==> src/rtl/fifo_package.sv <==
// Shared definitions for the frame packer: payload width and FSM state encoding.
package fifo_package;

    localparam int DATA_WIDTH = 32;

    typedef enum logic [1:0] {
        IDLE     = 2'd0,
        PAYLOAD  = 2'd1,
        CHECKSUM = 2'd2
    } fp_state_e;

endpackage

==> src/rtl/frame_packer.sv <==
// Packs upstream words into frames of FRAME_LEN payload beats followed by an XOR checksum beat.
module frame_packer #(
    parameter int DATA_WIDTH = fifo_package::DATA_WIDTH,
    parameter int FRAME_LEN  = 4,
    parameter int FCNT_WIDTH = 8
) (
    input  logic                       clk,
    input  logic                       rst,
    input  logic [DATA_WIDTH-1:0]      data_i,
    input  logic                       valid_i,
    output logic                       grant_o,
    input  logic                       flush_i,
    output logic [DATA_WIDTH-1:0]      data_o,
    output logic                       valid_o,
    output logic                       last_o,
    input  logic                       grant_i,
    output logic [FCNT_WIDTH-1:0]      frame_cnt_o,
    output fifo_package::fp_state_e    state_o
);

    import fifo_package::*;

    localparam logic [7:0] LEN = 8'(FRAME_LEN);

    fp_state_e               state_q, state_d;
    logic [7:0]              cnt_q, cnt_d;
    logic [DATA_WIDTH-1:0]   csum_q, csum_d;
    logic [DATA_WIDTH-1:0]   data_q, data_d;
    logic                    valid_q, valid_d;
    logic                    last_q, last_d;
    logic [FCNT_WIDTH-1:0]   fcnt_q, fcnt_d;

    logic       out_free;
    logic       in_xfer;
    logic [7:0] cnt_inc;

    assign out_free = !valid_q || grant_i;
    assign grant_o  = !rst && (state_q != CHECKSUM) && out_free;
    assign in_xfer  = valid_i && grant_o;
    assign cnt_inc  = cnt_q + 8'd1;

    always_comb begin
        state_d = state_q;
        cnt_d   = cnt_q;
        csum_d  = csum_q;
        data_d  = data_q;
        valid_d = valid_q;
        last_d  = last_q;
        fcnt_d  = fcnt_q;

        if (valid_q && grant_i && last_q) begin
            fcnt_d = fcnt_q + 1'b1;
        end

        // A consumed beat empties the register unless something reloads it below.
        if (out_free) begin
            valid_d = 1'b0;
            last_d  = 1'b0;
        end

        unique case (state_q)
            IDLE, PAYLOAD: begin
                if (in_xfer) begin
                    data_d  = data_i;
                    valid_d = 1'b1;
                    last_d  = 1'b0;
                    csum_d  = csum_q ^ data_i;
                    cnt_d   = cnt_inc;
                    state_d = (cnt_inc == LEN || flush_i) ? CHECKSUM : PAYLOAD;
                end else if (state_q == PAYLOAD && flush_i) begin
                    state_d = CHECKSUM;
                end
            end
            CHECKSUM: begin
                if (out_free) begin
                    data_d  = csum_q;
                    valid_d = 1'b1;
                    last_d  = 1'b1;
                    csum_d  = '0;
                    cnt_d   = '0;
                    state_d = IDLE;
                end
            end
            default: state_d = IDLE;
        endcase
    end

    always_ff @(posedge clk) begin
        if (rst) begin
            state_q <= IDLE;
            cnt_q   <= '0;
            csum_q  <= '0;
            data_q  <= '0;
            valid_q <= 1'b0;
            last_q  <= 1'b0;
            fcnt_q  <= '0;
        end else begin
            state_q <= state_d;
            cnt_q   <= cnt_d;
            csum_q  <= csum_d;
            data_q  <= data_d;
            valid_q <= valid_d;
            last_q  <= last_d;
            fcnt_q  <= fcnt_d;
        end
    end

    assign data_o      = data_q;
    assign valid_o     = valid_q;
    assign last_o      = last_q;
    assign frame_cnt_o = fcnt_q;
    assign state_o     = state_q;

endmodule
==> config.mk <==
export PLATFORM = sky130hd
export DESIGN_NAME = frame_packer
export DESIGN_NICKNAME = d
export VERILOG_FILES = /design/src/rtl/fifo_package.sv /design/src/rtl/frame_packer.sv
export SDC_FILE = /design/constraint.sdc
export NUM_CORES = 1
export LEC_CHECK = 0
export BUFFER_PORTS_ARGS = -buffer_cell sky130_fd_sc_hd__clkbuf_2
export CORE_AREA = 2 2 127 129
export DETAILED_ROUTE_END_ITERATION = 10
export DIE_AREA = 0 0 129 131
export HOLD_SLACK_MARGIN = 0.08
export PLACE_DENSITY = 0.5
export SETUP_SLACK_MARGIN = 0.4
export SKIP_CTS_REPAIR_TIMING = 1
export SYNTH_ARGS = -nofsm -noshare
export SYNTH_HDL_FRONTEND = slang
export SYNTH_SLANG_ARGS = --single-unit
==> constraint.sdc <==
create_clock -name clk -period 3.5 [get_ports clk]
set_input_delay 0.35 -clock clk [delete_from_list [all_inputs] [get_ports clk]]
set_output_delay 0.35 -clock clk [all_outputs]
set_load 0.01 [all_outputs]
Yosys cells after proc, flatten, opt, wreduce, memory -nomap -nowiden
Cells that the tools add are included.
Widths: inputs -> output; s select.
Word-level totals
  bits in registers: 84
  input bits: 37
  output and inout port bits: 45
  logic and storage cells: 54
Operators by class
  $add $sub $neg: 2
  eq/ne operators: 7
  muxes and demuxes: 22
  bitwise gates (word level): 1
  reduce and logical (&&, ||, !) cells: 15
Operator list (count)
  $mux 32: 4
  $pmux 32 s2: 2
  $xor 32x32->32: 1
  $add 8x1->8 const B: 2
  $mux 8: 2
  $pmux 8 s2: 1
  $eq 8x3->1 const B: 1
  $mux 2: 4
  $logic_and 1x1->1: 6
  $mux 1: 6
  $ne 2x2->1 const B: 3
  $pmux 1 s2: 2
  $pmux 2 s2: 1
  $ne 3x3->1 const B: 1
  $reduce_and 3->1: 1
  $eq 2x1->1 const B: 1
  $eq 2x2->1 const B: 1
  $logic_not 1->1: 2
  $logic_not 2->1: 1
  $logic_or 1x1->1: 2
  $reduce_and 2->1: 1
  $reduce_bool 2->1: 1
  $reduce_or 2->1: 1

Logic depth before layout (Yosys ltp)
  word-level depth: 6
  gate-level depth with buffers: 7
  mapped depth without buffers: 5

Worst setup path after synthesis
Ideal clock, no wire load.
  path kind: input to output
  from: in grant_i
  to: out grant_o
  arrival: 1.197 ns
  data required time: 3.150 ns
  path slack: 1.953 ns
  cell stages on the path: 6
  path buffers: 3
  cell sequence: nand2b_1 clkbuf_1 nand2b_1 buf_2 clkbuf_1 nor2_1
On the way
  longest elaborated chain between the ends: 2
RTL lines
  start: declaration: RTL line frame_packer.sv:16  | input logic grant_i,
  $logic_or 1x1->1: RTL line frame_packer.sv:37  | assign out_free = !valid_q || grant_i;
  $logic_and 1x1->1: RTL line frame_packer.sv:38  | assign grant_o = !rst && (state_q != CHECKSUM) && out_free;
  end: declaration: RTL line frame_packer.sv:11  | output logic grant_o,
Every way passes these cells.

Worst setup path in the final report
  from: reg state_q[1] (netlist: state_o[1])
  to: out grant_o
On the way
  longest elaborated chain between the ends: 3
RTL lines
  start: declaration: RTL line frame_packer.sv:25  | fp_state_e state_q, state_d;
  start signal: assignment: RTL line frame_packer.sv:98  | state_q <= state_d;
  $ne 2x2->1: RTL line frame_packer.sv:38
  $logic_and 1x1->1 (2 in series): RTL line frame_packer.sv:38
Every way passes these cells.

==> flow_metrics.env <==
export IMPL_synth_edf_count=0
export IMPL_viasPerCell=4.74
export IMPL_numCtsBuffers=9
export IMPL_cp_required_ns=3.15
export IMPL_period_share=0.638
export IMPL_vias=3247
export IMPL_dp_cells=669
export IMPL_critPathBufInv=2
export IMPL_cp_end_kind="output port"
export IMPL_vdd_drop_max_mv=0.285
export IMPL_path_class="flop to output port"
export IMPL_rrSetupSlack_ns=1.39
export IMPL_crit_end="grant_o"
export IMPL_detail_route_antenna_nets=0
export IMPL_synth_fp_nets=445
export IMPL_dr_pass1_iters=4
export IMPL_r2r_cells=5
export IMPL_setup_tns_ns=0
export IMPL_regToRegEndpoint="cnt_q[7]"
export IMPL_core_area_mm2=0.0156
export IMPL_netlist_area_mm2=0.00381
export IMPL_num_io_pins=82
export IMPL_cap_violations=0
export IMPL_hold_viol_final=0
export IMPL_stdcell_count=685
export IMPL_min_path_type="input pin to flop"
export IMPL_path_delay_family="buffers and inverters"
export IMPL_synthXorXnorAreaFrac=0.0966
export IMPL_start_util=0.244
export IMPL_critPathMaxStageDelay_ns=0.53
export IMPL_setup_violations=0
export IMPL_dp_hpwl_mm=6.14
export IMPL_ctsRootBufferMaster="clkbuf_16"
export IMPL_num_rows=46
export IMPL_grt_usage=0.121
export IMPL_drtIter0Drc=115
export IMPL_cpMaxStageDelayCell="buf_4"
export IMPL_grt_antenna_before_repair=0
export IMPL_p_leak_nw=1.86
export IMPL_wirelength_mm=9.76
export IMPL_max_freq_mhz=448
export IMPL_die_h_um=131
export IMPL_status="finished clean"
export IMPL_clk_latency_ns=0.34
export IMPL_syn_inst=405
export IMPL_cp_max_fo=68
export IMPL_die_area_mm2=0.0169
export IMPL_syn_avg_cell_area_um2=9.40
export IMPL_cts_tree="built"
export IMPL_ys_seq_elements=84
export IMPL_total_power_w=0.00236
export IMPL_synth_cell_types=39
export IMPL_clkTransAtPathRegs_ns=0.06
export IMPL_r2r_start="valid_o"
export IMPL_cts_max_path_buffers=2
export IMPL_h_tree_depth=3
export IMPL_grt_ovfl_total=0
export IMPL_worst_path_stages=4
export IMPL_crit_start="state_o[1]"
export IMPL_clock_sinks=84
export IMPL_seq_area_frac_synth=0.442
export IMPL_clock_skew_ns=0.00391
export IMPL_postLayoutCoreUtil=0.299
export IMPL_crit_chain="nor2b_4, buf_4, nor2_1, clkbuf_2"
export IMPL_p_per_area_mw_per_mm2=505
export IMPL_synthSimpleGateAreaFrac=0.164
export IMPL_route_detailed_drc=0
export IMPL_nets=504
export IMPL_ys_warn_count=0
export IMPL_synth_ff_type="dfxtp_1"
export IMPL_cp_data_arrival_time_ns=1.88
export IMPL_min_path_cells=2
export IMPL_synth_mux_area_frac=0.00263
export IMPL_gp_congestion=0.756
export IMPL_grt_pass1_wl_mm=16.5
export IMPL_grt_pass1_vias=3270
export IMPL_final_layout_size_suffix_gt1_frac=0.232
export IMPL_synth_compound_area_frac=0.237
export IMPL_slew_headroom=0.396
export IMPL_synth_top_family_by_area="compound AO/OA/AOI/OAI gates"
export IMPL_rsz0062_at_grt="false"
export IMPL_post_drt_wl_per_cell_um=14.2
export IMPL_slew_viol_final=0
export IMPL_crit_path_start_kind="flop"
export IMPL_async_reset_ff_frac=0
export IMPL_grt_max_degree=69
export IMPL_die_w_um=129
export IMPL_diodes=0
export IMPL_tightest_slew_ns=0.907
export IMPL_io_buffers=81
export IMPL_fin_crit_ns=2.23
export IMPL_area_growth_synth_to_final_pct=22.6
export IMPL_synth_fa_ha_area_frac=0.00986
==> worst min path at each step <==
stage	end	from	slack [ns]
global route	data_o[23]	data_i[23]	0.27
floorplan	cnt_q[7]	cnt_q[7]	0.41
finish	data_o[0]	data_i[0]	0.28
detailed placement	cnt_q[7]	cnt_q[7]	0.45
CTS	data_o[0]	data_i[0]	0.26
global placement	cnt_q[7]	cnt_q[7]	0.43
==> through the flow <==
stage	setup slack [ns]	hold WS, ns	cell area (µm²)
after global placement	1.19	0.434	4360
final	1.27	0.276	4670
after global routing	1.15	0.269	4670
after detailed placement	1.09	0.448	4360
after floorplan	1.95	0.412	3810
after CTS	1.25	0.264	4670
==> cell usage after synthesis (2+ instances only) <==
cell type  count  area, µm²
or2_2          2       12.5
a22oi_1        2       15.0
nand4_1        4       25.0
nor3b_1       33        248
dfxtp_1       84       1680
a21o_1         2       15.0
clkbuf_1      18       67.6
inv_1          2       7.51
and3_1         6       37.5
o21ai_0        2       10.0
a31oi_1        4       25.0
o211ai_1      33        248
nand2_1        3       11.3
o211a_1        2       20.0
xor2_1        39        342
nor3_1         3       15.0
a221o_1       32        320
buf_2         16       80.1
nor2b_1        2       12.5
nand2b_1       4       25.0
xnor2_1        3       26.3
buf_4          4       30.0
a21oi_1       38        190
or4_1          2       15.0
ha_1           3       37.5
nor2_1        49        184
==> per-layer routing <==
metal  part of all wire  GRT usage  vias up
met5                  0          0        -
met4             0.0087     0.0288        0
met1               0.48      0.154     1572
met3              0.040     0.0366        5
li1                   -          -     1609
met2               0.48      0.203       61
==> kinds of logic (layout without fill, tap and decap cells) <==
group / after synthesis / in the layout
DFF: 84 / 84
and+or+nand+nor: 113 / 113
muxes: 1 / 1
adders and majority gates: 3 / 3
buffers and inverters: 40 / 104
AOI/OAI and AO/OA: 122 / 122
xor gates and xnor gates: 42 / 42
==> cell type report <==
class,instances,area [µm²]
fill,1653,10900
multi-input combinational,281,1960
sequential,84,1680
timing repair buffer,86,443
tap,216,270
clock buffer,12,256
clock inverter,4,47.5
inverter,2,7.51
==> report_power, final <==
| group | internal (W) | switching, W |
|---|---|---|
| Clock | 0.000590 | 0.000385 |
| Sequential | 0.00102 | 0.0000430 |
| Combinational | 0.000133 | 0.000182 |
| Total | 0.00175 | 0.000611 |
==> sequential cells by signal (all words and copies together) (netlist names) <==
signal / flops
state_o: 2
last_o: 1
frame_cnt_o: 8
valid_o: 1
csum_q: 32
cnt_q: 8
data_o: 32
==> cell usage in the layout, fill, tap and decap left out, types with 4 or more instances in the layout <==
master / count
a21oi_1: 38
a221o_1: 32
a31oi_1: 4
and3_1: 6
buf_4: 5
clkbuf_16: 9
clkbuf_2: 81
dfxtp_1: 84
nand4_1: 4
nor2_1: 48
nor3b_1: 33
o211ai_1: 33
xor2_1: 39
No activity file was read; power rests on OpenSTA's default activity.
